--- config.mk ---
export PLATFORM = sky130hd
export DESIGN_NAME = cic_comb
export DESIGN_NICKNAME = d
export VERILOG_FILES = /design/src/rtl/cic_comb.sv
export SDC_FILE = /design/constraint.sdc
export NUM_CORES = 1
export LEC_CHECK = 0
export CORE_MARGIN = 4
export CORE_UTILIZATION = 65
export DETAILED_ROUTE_END_ITERATION = 8
export GPL_TIMING_DRIVEN = 0
export HOLD_SLACK_MARGIN = 0.02
export PLACE_DENSITY = 0.86
export SYNTH_ARGS = -nofsm -noshare
export SYNTH_HDL_FRONTEND = slang
export SYNTH_SLANG_ARGS = --single-unit
--- constraint.sdc ---
create_clock -name clk -period 5.35 [get_ports clk]
set_input_delay 1.07 -clock clk [delete_from_list [all_inputs] [get_ports clk]]
set_output_delay 1.07 -clock clk [all_outputs]
set_load 0.03 [all_outputs]
--- src/rtl/cic_comb.sv ---
// CIC decimator comb section: N_STAGES cascaded y[n] = x[n] - x[n-M] stages,
// advanced by a valid strobe in the system clock domain, plus a sticky settled flag.
module cic_comb #(
   parameter int WIDTH      = 16,
   parameter int N_STAGES   = 3,
   parameter int DIFF_DELAY = 1,
   parameter int OUT_WIDTH  = 16
) (
   input  logic                 clk,
   input  logic                 rst,
   input  logic [WIDTH-1:0]     in_data,
   input  logic                 in_valid,
   output logic [OUT_WIDTH-1:0] out_data,
   output logic                 out_valid,
   output logic                 settled
);

   localparam int unsigned SETTLE_N = N_STAGES * DIFF_DELAY;
   localparam int unsigned CNT_W    = $clog2(SETTLE_N + 1);

   if (OUT_WIDTH > WIDTH || N_STAGES < 1 || (DIFF_DELAY != 1 && DIFF_DELAY != 2)) begin : g_param_check
      $fatal(1, "cic_comb: invalid parameter combination");
   end

   logic [WIDTH-1:0] sdata [N_STAGES+1];
   logic             svld  [N_STAGES+1];
   logic             stag  [N_STAGES+1];
   logic [CNT_W-1:0] cnt_q;
   logic             settled_q;

   assign sdata[0] = in_data;
   assign svld[0]  = in_valid;
   // tag marks samples whose result no longer sees reset-state history
   assign stag[0]  = (cnt_q == CNT_W'(SETTLE_N));

   always_ff @(posedge clk or posedge rst) begin
      if (rst) begin
         cnt_q <= '0;
      end else if (in_valid && cnt_q != CNT_W'(SETTLE_N)) begin
         cnt_q <= cnt_q + CNT_W'(1);
      end
   end

   for (genvar k = 0; k < N_STAGES; k++) begin : g_stage
      logic [WIDTH-1:0] dly_q [DIFF_DELAY];
      logic [WIDTH-1:0] res_q;
      logic             vld_q;
      logic             tag_q;

      always_ff @(posedge clk or posedge rst) begin
         if (rst) begin
            res_q <= '0;
            vld_q <= 1'b0;
            tag_q <= 1'b0;
            for (int unsigned i = 0; i < DIFF_DELAY; i++) begin
               dly_q[i] <= '0;
            end
         end else begin
            vld_q <= svld[k];
            tag_q <= svld[k] & stag[k];
            if (svld[k]) begin
               res_q    <= sdata[k] - dly_q[DIFF_DELAY-1];
               dly_q[0] <= sdata[k];
               for (int unsigned i = 1; i < DIFF_DELAY; i++) begin
                  dly_q[i] <= dly_q[i-1];
               end
            end
         end
      end

      assign sdata[k+1] = res_q;
      assign svld[k+1]  = vld_q;
      assign stag[k+1]  = tag_q;
   end

   always_ff @(posedge clk or posedge rst) begin
      if (rst) begin
         settled_q <= 1'b0;
      end else begin
         settled_q <= settled;
      end
   end

   // combinational term lets settled rise together with the qualifying out_valid
   assign settled   = settled_q | (svld[N_STAGES] & stag[N_STAGES]);
   assign out_valid = svld[N_STAGES];
   assign out_data  = sdata[N_STAGES][WIDTH-1 -: OUT_WIDTH];

endmodule
== Word level (Yosys, flattened, before mapping) ==
Cells that the tools add are included.
Operators by class
  reductions and logical operators: 1
  eq/ne operators: 2
  bitwise operators: 5
  $add $sub $neg: 4
Operators with widths (count)
  $sub A16 B16 Y16: 3
  $and A1 B1 Y1: 4
  $add A2 B1 Y2 const B: 1
  $eq A2 B2 Y1 const B: 1
  $ne A2 B2 Y1 const B: 1
  $logic_and A1 B1 Y1: 1
  $or A1 B1 Y1: 1
Word-level totals
  logic and storage cells: 26
  register bits: 105
  output and inout bits: 18
  bits of input ports: 19

== Longest topological paths before layout ==
  depth in word-level cells: 2
  depth in mapped cells: 9
  gate-level depth less buffers: 9

== Worst setup path before layout ==
OpenSTA, ideal clock, no wires.
  path type: input to register
  from: in in_data[0]
  to: reg g_stage[0].res_q[14]
  path slack: 2.518 ns
  library setup time: 0.125 ns
  data required time: 5.225 ns
  buffers on the path: 0
  arrival time: 2.707 ns
  cell stages on the path: 9
  cell sequence: inv_1 > ha_1 > fa_1 > nor2b_1 > o31a_1 > o31ai_2 > o31ai_1 > xor2_1 > mux2_2
On the way
  cells in the longest elaborated chain, start to end: 1
RTL lines
  start: declaration: line 11  | input logic [WIDTH-1:0] in_data,
  $sub A16 B16 Y16: line 62  | res_q <= sdata[k] - dly_q[DIFF_DELAY-1];
  end signal: assignment: line 62
  end: declaration: line 46  | logic [WIDTH-1:0] res_q;
Every way passes these cells.
A chain may end at the register's enable or synchronous reset.

== Final worst setup path ==
Ends and elaborated chain as after synthesis.

==> reports/results.tsv <==
metric	value	unit
hold_buf cts	0	
post-synth top area cell	dfrtp_1	
Core ar.	9280	sq um
Setup WS pre-CTS	1.78	ns
Leakage Power	3.17	nW
Pwr Density	564	nW/um^2
CTS sink count	105	
Net Sw Power	0.00160	W
Clock Tree Root	clkbuf_8	
class of the worst hold path	reg -> reg	
DRC viols	0	
post-synth cell types	53	
antenna violations before repair	0	
Routed WL	12.2	mm
Num CTS Buffers	9	
Skew-Pair Late Insertion Delay	0.36	ns
sequential share of power	30.9	%
Pint	0.00233	W
# diodes	0	
placed insts	830	
fill count	687	
total power	0.00394	W
Slew headroom	59.4	%
htree depth	3	
Slowest-stage cell, CP	clkdlybuf4s50_1	
CP max FO	4	
CP bufs+invs	2	
clk buf depth	2	
Cells after Synth	664	
Cell Chain, Critical Path	clkdlybuf4s50_1 > inv_1 > ha_1 > fa_1 > nor2b_1 > o31a_1 > o31ai_2 > o31ai_1 > xor2_1 > mux2_2	
worst vdd ir	0.239	mV
outcome	finished clean	
grt total ovfl	0	
vias in the first global route	4773	
Die X	106	microns
first-pass GRT wire length	21.1	mm
worst slew pin tran	0.603	ns
Area growth syn-to-layout	12.6	%
CTS tree	done	
GP Congestion	0.869	
GRT Total Usage	22.8	%
crit path DAT	3.44	ns
share of cells above drive strength 1	8.24	%
number of synthesized flops with an enable pin	0	
Setup crit end kind	register	
CP required	5.60	ns
post-CTS setup buffers	0	
Final Setup Violations	0	
vias	4845	
Avg Vias per Cell	5.73	
FFs w/ async S/R, synth	100	%
Net Count, Synth	732	
Die Ht	106	microns
Final Max Tran Viols	0	
syn_area_per_cell	9.34	sq um
fmax	314	MHz
delay-heaviest family, CP	compound AO/OA/AOI/OAI gates	
initial drt markers	214	
crit share post-route	59.5	%
Sw Share	40.7	%
row cnt	35	
WS Path Type	in -> reg	
#FFs+latches synth	105	
Fin Clk Skew	0.0115	ns
setup TNS	0	ns
Routed Antenna Nets	0	
Ports	37	
total die area	11200	sq um
Gate power share	54.7	%
register-to-register setup slack	2.73	ns
Tmin final	3.18	ns
Final WS setup	2.17	ns
clk slew on worst S/H paths	0.09	ns
Initial Util	66.8	%
pin count of the biggest net entering global routing	60	
tightest hold margin	0.442	ns
average wire per standard cell	14.4	microns
final std cells w/o fill	845	
Main synth FF type	dfrtp_1	
Synth area leaders	dfrtp_1 42%, ha_1 9.3%, mux2_2 6.0%	
fin nets	780	
synthesized area	6200	sq um
IO Port Bufs	36	
Detail Placement HPWL	9.33	mm
RSZ-0062 raised after global routing	no	
drt first pass iters	4	
maxcap violations	0	
CP peak stage delay	0.48	ns
post-CTS sizing	0	
Yosys Warn Count	0	
crit path launch type	input pin	
Clk pwr share	14.4	%
post-synthesis sequential area ratio	42.4	%
Fin. Hold Viols	0	
post-synth top area share	42.4	%
==> sequential cells by signal, summed over array words and instances (netlist names) <==
register       count
settled_q          1
out_valid          1
out_data          16
g_stage.vld_q      2
g_stage.res_q     32
g_stage.tag_q      3
g_stage.dly_q     48
cnt_q              2
==> power groups by stage <==
stage / logic (W) / clock network [W] / registers, W
global route: 0.00241 / 0.000614 / 0.00125
CTS: 0.00214 / 0.000577 / 0.00122
finish: 0.00216 / 0.000565 / 0.00122
global placement: 0.00205 / 0 / 0.00122
floorplan: 0.00154 / 0 / 0.00131
detailed placement: 0.00212 / 0 / 0.00123
==> cell usage after synthesis (all sizes together), types with 3 or more instances <==
cell type	number
nand3	11
clkbuf	24
a21o	16
o21a	9
dfrtp	105
nor2b	5
xor2	10
a21oi	38
nand2	86
nand4	5
mux2i	3
fa	3
a31oi	4
nor2	31
nand2b	4
a221oi	3
and2	4
ha	46
nor3	6
a211oi	8
o311ai	5
buf	5
o21ai	69
o31ai	5
xnor2	22
o21bai	5
mux2	33
o31a	4
or3	3
o211ai	5
inv	58
and3	7
==> cells in the final DEF (no fill, tap or decap), types with 10 or more instances in the layout <==
cell type          n
dfrtp_1          105
nand2_1           86
o21ai_0           69
inv_1             57
ha_1              46
a21oi_1           38
clkdlybuf4s50_1   36
mux2_2            33
nor2_1            31
clkbuf_1          24
xnor2_1           22
a21o_1            16
nand3_1           11
xor2_1            10
==> cells by family after synthesis <==
logic type / after synthesis / share of synthesized area, %
and+or+nand+nor: 168 / 12.1
DFF: 105 / 42.4
buffers and inverters: 88 / 5.39
xor gates and xnor gates: 32 / 4.52
muxes: 36 / 6.48
adders and majority gates: 49 / 10.2
AOI/OAI and AO/OA: 186 / 18.9
==> through the flow <==
| step | instance area, sq um | utilization, % |
|---|---|---|
| finish | 6990 | 75.3 |
| global route | 6990 | 75.3 |
| CTS | 6990 | 75.3 |
| detailed placement | 6750 | 72.7 |
| global placement | 6720 | 72.4 |
| floorplan | 6200 | - |
==> area by class of cell <==
class	count	area [sq um]	share of cell area, %
Tap cell	129	161	2.31
Buffer	29	113	1.61
Clock inverter	5	105	1.50
Inverter	59	224	3.21
Multi-Input combinational cell	471	3240	46.4
Timing Repair Buffer	37	388	5.55
Clock buffer	10	128	1.83
Sequential cell	105	2630	37.6
==> routing by layer <==
metal / vias to the layer above / share of wire, % / GRT usage, %
met3: 32 / 3.5 / 2.51
met1: 2297 / 42 / 27.4
met5: - / 0 / 0
met4: 0 / 3.3 / 10.7
met2: 111 / 51 / 41.0
li1: 2405 / - / -
==> final timing paths <==
| check | start | to | cells past startpoint |
|---|---|---|---|
| max in group asynchronous | rst | g_stage[0].dly_q[11] | 3 |
| worst max register to register | g_stage[1].res_q[10] | out_data[15] | 8 |
| worst max-delay path | in_data[0] | g_stage[0].res_q[14] | 10 |
| worst min register to register | g_stage[1].vld_q | out_valid | 0 |
| min in group asynchronous | rst | out_data[1] | 2 |
| worst min-delay path | g_stage[1].vld_q | out_valid | 0 |
(Power assumes the default switching activity.)
